==> src/rtl/puf_crp_engine.sv <==
// Challenge-response sequencer for an arbiter PUF: walks a challenge range,
// majority-votes repeated samples and streams packed response words.
module puf_crp_engine #(
    parameter int CH_W   = 8,
    parameter int RESP_W = 16,
    parameter int VOTES  = 5,
    parameter int SETTLE = 4
) (
    input  logic                         clk,
    input  logic                         rst,
    input  logic                         start,
    input  logic [CH_W-1:0]              ch_start,
    input  logic [CH_W:0]                ch_count,
    output logic [CH_W-1:0]              puf_ch,
    output logic                         puf_clr,
    output logic                         puf_launch,
    input  logic                         puf_resp,
    output logic [RESP_W-1:0]            resp_word,
    output logic [$clog2(RESP_W+1)-1:0]  resp_unstable,
    output logic                         resp_valid,
    input  logic                         resp_ready,
    output logic                         busy,
    output logic                         done
);

    localparam int UW    = $clog2(RESP_W + 1);
    localparam int VC_W  = $clog2(VOTES + 1);
    localparam int SC_W  = $clog2(SETTLE + 3);
    localparam int IDX_W = (RESP_W > 1) ? $clog2(RESP_W) : 1;

    localparam logic [2:0] S_IDLE   = 3'd0;
    localparam logic [2:0] S_CLEAR  = 3'd1;
    localparam logic [2:0] S_LAUNCH = 3'd2;
    localparam logic [2:0] S_SETTLE = 3'd3;
    localparam logic [2:0] S_SAMPLE = 3'd4;
    localparam logic [2:0] S_DECIDE = 3'd5;
    localparam logic [2:0] S_OUTPUT = 3'd6;
    localparam logic [2:0] S_DONE   = 3'd7;

    logic [2:0]        state_q,     state_d;
    logic [CH_W-1:0]   ch_q,        ch_d;
    logic [CH_W:0]     remain_q,    remain_d;
    logic [VC_W-1:0]   vote_cnt_q,  vote_cnt_d;
    logic [VC_W-1:0]   ones_q,      ones_d;
    logic [SC_W-1:0]   settle_q,    settle_d;
    logic [IDX_W-1:0]  bit_idx_q,   bit_idx_d;
    logic [RESP_W-1:0] word_q,      word_d;
    logic [UW-1:0]     unstable_q,  unstable_d;
    logic              sync1_q,     sync2_q;
    logic              voted_bit;

    assign voted_bit = (ones_q > VC_W'(VOTES / 2));

    always_comb begin
        state_d    = state_q;
        ch_d       = ch_q;
        remain_d   = remain_q;
        vote_cnt_d = vote_cnt_q;
        ones_d     = ones_q;
        settle_d   = settle_q;
        bit_idx_d  = bit_idx_q;
        word_d     = word_q;
        unstable_d = unstable_q;

        case (state_q)
            S_IDLE: begin
                if (start) begin
                    ch_d       = ch_start;
                    remain_d   = (ch_count == '0) ? (CH_W+1)'(1) : ch_count;
                    vote_cnt_d = '0;
                    ones_d     = '0;
                    bit_idx_d  = '0;
                    word_d     = '0;
                    unstable_d = '0;
                    state_d    = S_CLEAR;
                end
            end
            S_CLEAR:  state_d = S_LAUNCH;
            S_LAUNCH: begin
                settle_d = '0;
                state_d  = S_SETTLE;
            end
            // Extra two cycles cover the synchroniser latency on puf_resp.
            S_SETTLE: begin
                if (settle_q == SC_W'(SETTLE + 1)) begin
                    state_d = S_SAMPLE;
                end else begin
                    settle_d = settle_q + 1'b1;
                end
            end
            S_SAMPLE: begin
                ones_d     = ones_q + VC_W'(sync2_q);
                vote_cnt_d = vote_cnt_q + 1'b1;
                state_d    = (vote_cnt_d < VC_W'(VOTES)) ? S_CLEAR : S_DECIDE;
            end
            S_DECIDE: begin
                word_d[bit_idx_q] = voted_bit;
                if (ones_q != '0 && ones_q != VC_W'(VOTES)) begin
                    unstable_d = unstable_q + 1'b1;
                end
                ones_d     = '0;
                vote_cnt_d = '0;
                remain_d   = remain_q - 1'b1;
                ch_d       = ch_q + 1'b1;
                if (bit_idx_q == IDX_W'(RESP_W - 1) || remain_d == '0) begin
                    state_d = S_OUTPUT;
                end else begin
                    bit_idx_d = bit_idx_q + 1'b1;
                    state_d   = S_CLEAR;
                end
            end
            S_OUTPUT: begin
                if (resp_ready) begin
                    word_d     = '0;
                    unstable_d = '0;
                    bit_idx_d  = '0;
                    state_d    = (remain_q == '0) ? S_DONE : S_CLEAR;
                end
            end
            S_DONE:   state_d = S_IDLE;
            default:  state_d = S_IDLE;
        endcase
    end

    always_ff @(posedge clk) begin
        if (!rst) begin
            state_q    <= S_IDLE;
            ch_q       <= '0;
            remain_q   <= '0;
            vote_cnt_q <= '0;
            ones_q     <= '0;
            settle_q   <= '0;
            bit_idx_q  <= '0;
            word_q     <= '0;
            unstable_q <= '0;
            sync1_q    <= 1'b0;
            sync2_q    <= 1'b0;
        end else begin
            state_q    <= state_d;
            ch_q       <= ch_d;
            remain_q   <= remain_d;
            vote_cnt_q <= vote_cnt_d;
            ones_q     <= ones_d;
            settle_q   <= settle_d;
            bit_idx_q  <= bit_idx_d;
            word_q     <= word_d;
            unstable_q <= unstable_d;
            sync1_q    <= puf_resp;
            sync2_q    <= sync1_q;
        end
    end

    assign puf_ch        = ch_q;
    assign puf_clr       = (state_q == S_CLEAR);
    assign puf_launch    = (state_q == S_LAUNCH);
    assign resp_word     = word_q;
    assign resp_unstable = unstable_q;
    assign resp_valid    = (state_q == S_OUTPUT);
    assign busy          = (state_q != S_IDLE) && (state_q != S_DONE);
    assign done          = (state_q == S_DONE);

endmodule

==> config.mk <==
export PLATFORM = sky130hd
export DESIGN_NAME = puf_crp_engine
export DESIGN_NICKNAME = d
export VERILOG_FILES = /design/src/rtl/puf_crp_engine.sv
export SDC_FILE = /design/constraint.sdc
export NUM_CORES = 1
export LEC_CHECK = 0
export ABC_CLOCK_PERIOD_IN_PS = 6880
export BUFFER_PORTS_ARGS = -buffer_cell sky130_fd_sc_hd__buf_2
export CAP_MARGIN = 20
export CORE_MARGIN = 5
export CORE_UTILIZATION = 46
export CTS_CLUSTER_SIZE = 40
export DETAILED_ROUTE_END_ITERATION = 6
export PLACE_DENSITY_LB_ADDON = 0.25
export SETUP_SLACK_MARGIN = 0.02
export SLEW_MARGIN = 20
export SYNTH_ARGS = -nofsm -noshare
export SYNTH_HDL_FRONTEND = slang
export SYNTH_SLANG_ARGS = --single-unit
==> constraint.sdc <==
create_clock -name clk -period 6.88 [get_ports clk]
set_input_delay 2.064 -clock clk [delete_from_list [all_inputs] [get_ports clk]]
set_output_delay 2.064 -clock clk [all_outputs]
set_load 0.01 [all_outputs]
* Word level (Yosys, flattened, before mapping)
Index checks and enable logic that the tools add are counted.
Cells by class: add/subtract/negate cells 7, magnitude comparators 4, equal/unequal tests 17, mux-type cells 31, reduce and logical (&&, ||, !) cells 21
Operators by type and width (count):
- 16-bit case mux with 3 select lines | 1
- 16-bit 2-to-1 mux | 2
- 9-bit logical NOT | 3
- 3-bit 2-to-1 mux | 8
- 3-bit case mux with 8 select lines | 1
- 9-bit 2-to-1 mux | 2
- 3-bit case mux with 3 select lines | 2
- 9-bit case mux with 2 select lines | 1
- 16-bit bitwise mux | 1
- 8-bit case mux with 2 select lines | 1
- 3-bit equality test (second input constant) | 5
- 5-bit 2-to-1 mux | 3
- 5-bit case mux with 3 select lines | 1
- 4-bit 2-to-1 mux | 3
- 4-bit case mux with 3 select lines | 1
- 3-bit nonzero test | 4
- 2-bit != test (second input constant) | 5
- 9-bit by 1-bit subtractor with 9-bit output (second input constant) | 1
- 8-bit by 1-bit adder with 8-bit output (second input constant) | 1
- 8-bit 2-to-1 mux | 1
- 4-bit AND reduction | 2
- 3-bit by 1-bit adder with 3-bit output (second input constant) | 2
- 3-bit by 2-bit equality test with 1-bit output (second input constant) | 2
- 3-bit != test (second input constant) | 2
- 19 further kinds | 25
Word-level totals: bits in registers 56, input bits 22, output and inout port bits 34, word-level logic and storage cells 91

* Longest topological paths before layout
depth in word-level cells 6, gate-level depth with buffers 9, mapped depth without buffers 8

* Worst setup path after synthesis
OpenSTA, ideal clock, no wires.
path kind input-to-reg, start point input resp_ready, end point register word_q[0] (netlist: resp_word[0]), library setup time 0.132 ns, arrival 3.185 ns, slack 3.563 ns, stages 7, path buffers 1, path through and3b_1 -> o21ai_0 -> nand2_1 -> clkbuf_1 -> nand2_1 -> o311ai_0 -> a21oi_1
Between the ends: cells in the longest elaborated chain, start to end 2
RTL lines:
- from (decl) | line 21 | input logic resp_ready,
- 2-bit by 1-bit != test with 1-bit output (no source line)
- 3-bit AND reduction (no source line)
- to (signal assigned) | line 146 | word_q <= word_d;
- to (decl) | line 47 | logic [RESP_W-1:0] word_q, word_d;
No other way between the ends. A chain may end at the register's enable or synchronous reset.

* Worst setup path in the final report
start point input start, end point register bit_idx_q[2]
Between the ends: cells in the longest elaborated chain, start to end 2
RTL lines:
- from (decl) | line 11 | input logic start,
- 2-bit != test (no source line)
- 4-bit AND reduction (no source line)
- to (signal assigned) | line 145 | bit_idx_q <= bit_idx_d;
- to (decl) | line 46 | logic [IDX_W-1:0] bit_idx_q, bit_idx_d;
No other way between the ends.

==> flow_metrics.env <==
export IMPL_nNetsFinal=455
export IMPL_placed_area_um2=3370
export IMPL_utilization_pct=53.9
export IMPL_cts_tree="done"
export IMPL_avgSynthCellArea_um2=8.16
export IMPL_die_area_um2=8470
export IMPL_drtIter0Drc=176
export IMPL_die_w_um=92.0
export IMPL_htree_levels=2
export IMPL_relSlewSlack_pct=40.7
export IMPL_p_per_area_nw_per_um2=193
export IMPL_ant_nets=0
export IMPL_track_usage_pct=18.3
export IMPL_max_slew_worst_pin_slew_ns=0.886
export IMPL_hold_viol_final=0
export IMPL_final_fill_count=634
export IMPL_fp_dieH_um=92.0
export IMPL_synthTopCellsByArea="dfxtp_1 36%, a21oi_1 5.5%, ha_1 5.3%"
export IMPL_crit_path_end_kind="register"
export IMPL_row_count=29
export IMPL_start_kind="primary input"
export IMPL_synth_edf_count=0
export IMPL_final_cell_area_um2=3480
export IMPL_synth_top_cell_by_area="dfxtp_1"
export IMPL_setup_viol=0
export IMPL_grt_pass1_wl_mm=13.2
export IMPL_post_cts_buffers=0
export IMPL_clock_skew_final_ns=0.00623
export IMPL_crit_fanout=21
export IMPL_min_period_ns=3.93
export IMPL_clkTransAtPathRegs_ns=0.10
export IMPL_synth_async_sr_flop_share_pct=0
export IMPL_io_pins=56
export IMPL_cts_resized=0
export IMPL_final_layout_size_suffix_gt1_share_pct=18.3
export IMPL_cp_arrival_ns=4.12
export IMPL_clock_root_buffer="clkbuf_8"
export IMPL_wl_per_cell_um=15.0
export IMPL_grt_max_degree=30
export IMPL_antenna_found_initial=0
export IMPL_netlist_cell_type_count=57
export IMPL_vias_per_cell=5.96
export IMPL_start_util_pct=47.9
export IMPL_slew_violations=0
export IMPL_ys_ff_latch=56
export IMPL_vias=2970
export IMPL_grt_overflow=0
export IMPL_yosys_warnings=0
export IMPL_max_cap_viol_count=0
export IMPL_globalplace_congestion=0.887
export IMPL_core_area_um2=6460
export IMPL_hpwl_mm=5.43
export IMPL_status="finished clean"
export IMPL_cts_hold_buf=0
export IMPL_hp_class="register to register"
export IMPL_hold_slack_ns=0.444
export IMPL_clkSinkCount=56
export IMPL_period_share_pct=57.1
export IMPL_regArea_um2=1120
export IMPL_cts_made_buffers=5
export IMPL_port_buffers=55
export IMPL_multi_input_area_um2=1810
export IMPL_synth_cells=379
export IMPL_n_antenna_cell=0
export IMPL_fmax_ghz=0.255
export IMPL_p_leak_nw=1.41
export IMPL_synth_flop_cell="dfxtp_1"
export IMPL_synth_seq_area_share_pct=36.2
export IMPL_ir_drop_mv=0.100
export IMPL_wl_mm=7.45
export IMPL_synth_top_area_share_pct=36.2
export IMPL_rsz0062_at_grt="false"
export IMPL_syn_nets=414
export IMPL_crit_required_ns=7.08
export IMPL_critPathKind="primary input to register"
export IMPL_cts_buffer_depth=2
export IMPL_netlist_area_um2=3090
export IMPL_clock_latency_ns=0.31
export IMPL_drc_errors=0
export IMPL_first_global_vias=2869
export IMPL_synthToLayoutAreaGrowth_pct=12.5
export IMPL_setup_tns_ns=0
export IMPL_firstDrtPassIters=4
metrics by stage:
| stage | std cells | power (W) | setup slack (ns) |
|---|---|---|---|
| floorplan | 379 | 0.000434 | 3.56 |
| detailed placement | 490 | 0.000464 | 2.64 |
| finish | 498 | 0.000673 | 2.95 |
| global route | 498 | 0.000708 | 2.73 |
| global placement | 490 | 0.000463 | 2.71 |
| CTS | 498 | 0.000678 | 2.97 |
where the power goes:
part	switching [W]	internal (W)	leakage (nW)	total, W
logic	0.0000638	0.0000422	0.903	0.000106
clock network	0.000107	0.000108	0.0552	0.000216
registers	0.0000172	0.000334	0.455	0.000351
sequential cells by signal, indices dropped and copies added, names as in the netlist, 4 cells and up:
| register | flops |
|---|---|
| puf_ch | 8 |
| remain_q | 9 |
| resp_word | 16 |
| bit_idx_q | 4 |
| resp_unstable | 5 |
routing by layer:
layer	part of all wire, %	global-route usage [%]	vias to the layer above
met3	3.9	3.60	10
met5	0	0	-
met2	47	32.1	54
met4	1.6	6.44	0
met1	47	22.4	1416
li1	-	-	1490
synth_stat cells, drive strengths merged (3+ instances only):
master	count
nand3	10
or3	6
o21ai	19
o311ai	6
nand2b	3
xor2	6
nand4b	3
a31oi	4
nand4	21
o31ai	3
a22oi	4
a221oi	3
a211oi	5
o211ai	14
nor3	12
clkbuf	18
dfxtp	56
inv	14
nor2b	4
nand2	33
nand3b	3
mux2i	3
ha	13
a21oi	34
nor2	38
a311oi	4
and3b	3
buf	4
and2	5
and3	6
layout by cell type (no fill, tap or decap), types with 4 or more instances in the layout:
| cell | synthesis | routed |
|---|---|---|
| or3_1 | 5 | 5 |
| xor2_1 | 6 | 6 |
| a21oi_1 | 34 | 34 |
| buf_2 | 1 | 55 |
| nand4_1 | 20 | 20 |
| ha_1 | 13 | 13 |
| nand3_1 | 10 | 10 |
| a31oi_1 | 4 | 4 |
| inv_1 | 14 | 14 |
| o211ai_1 | 14 | 14 |
| dfxtp_1 | 56 | 56 |
| nor3_1 | 12 | 12 |
| nor2_1 | 38 | 38 |
| nor2b_1 | 4 | 4 |
| a22oi_1 | 4 | 4 |
| o311ai_0 | 5 | 5 |
| a311oi_1 | 4 | 4 |
| and3_1 | 6 | 6 |
| and2_1 | 4 | 4 |
| nand2_1 | 33 | 33 |
| clkbuf_8 | 0 | 5 |
| o21ai_0 | 19 | 19 |
| a211oi_1 | 4 | 4 |
final timing paths:
| path | from | end | slack, ns | cells after the start |
|---|---|---|---|---|
| worst min-delay path | sync1_q$_SDFF_PN0_ | sync2_q$_SDFF_PN0_ | 0.44 | 1 |
| worst max-delay path | start | bit_idx_q[2]$_SDFFE_PN0P_ | 2.95 | 6 |
| worst min register to register | sync1_q$_SDFF_PN0_ | sync2_q$_SDFF_PN0_ | 0.44 | 1 |
| worst max register to register | state_q[1]$_SDFFE_PN0P_ | bit_idx_q[2]$_SDFFE_PN0P_ | 4.01 | 6 |
critical path: stages:
cell      delay [ns]
buf_2           0.10
nand3b_1        0.37
nand2_1         0.65
nand2_1         0.50
nand2_1         0.35
nor3_1          0.09
kinds of logic after synthesis:
family	Yosys count	share of synthesized area, %
adder cells (fa/ha/maj)	13	5.26
XOR/XNOR	7	1.98
buffers and inverters	37	5.18
AO/OA/AOI/OAI	107	23.5
flip-flops	56	36.2
AND/OR/NAND/NOR	156	26.9
multiplexers	3	0.971
final cells by class:
type,instances,share of cell area (%)
clock buffers,6,2.08
clock inverters,2,1.01
inverters,14,1.51
multi-input cells,286,52.1
flip-flops and latches,56,32.2
well taps,77,2.77
repair buffers,57,8.34
No activity file was read; power rests on OpenSTA's default activity.
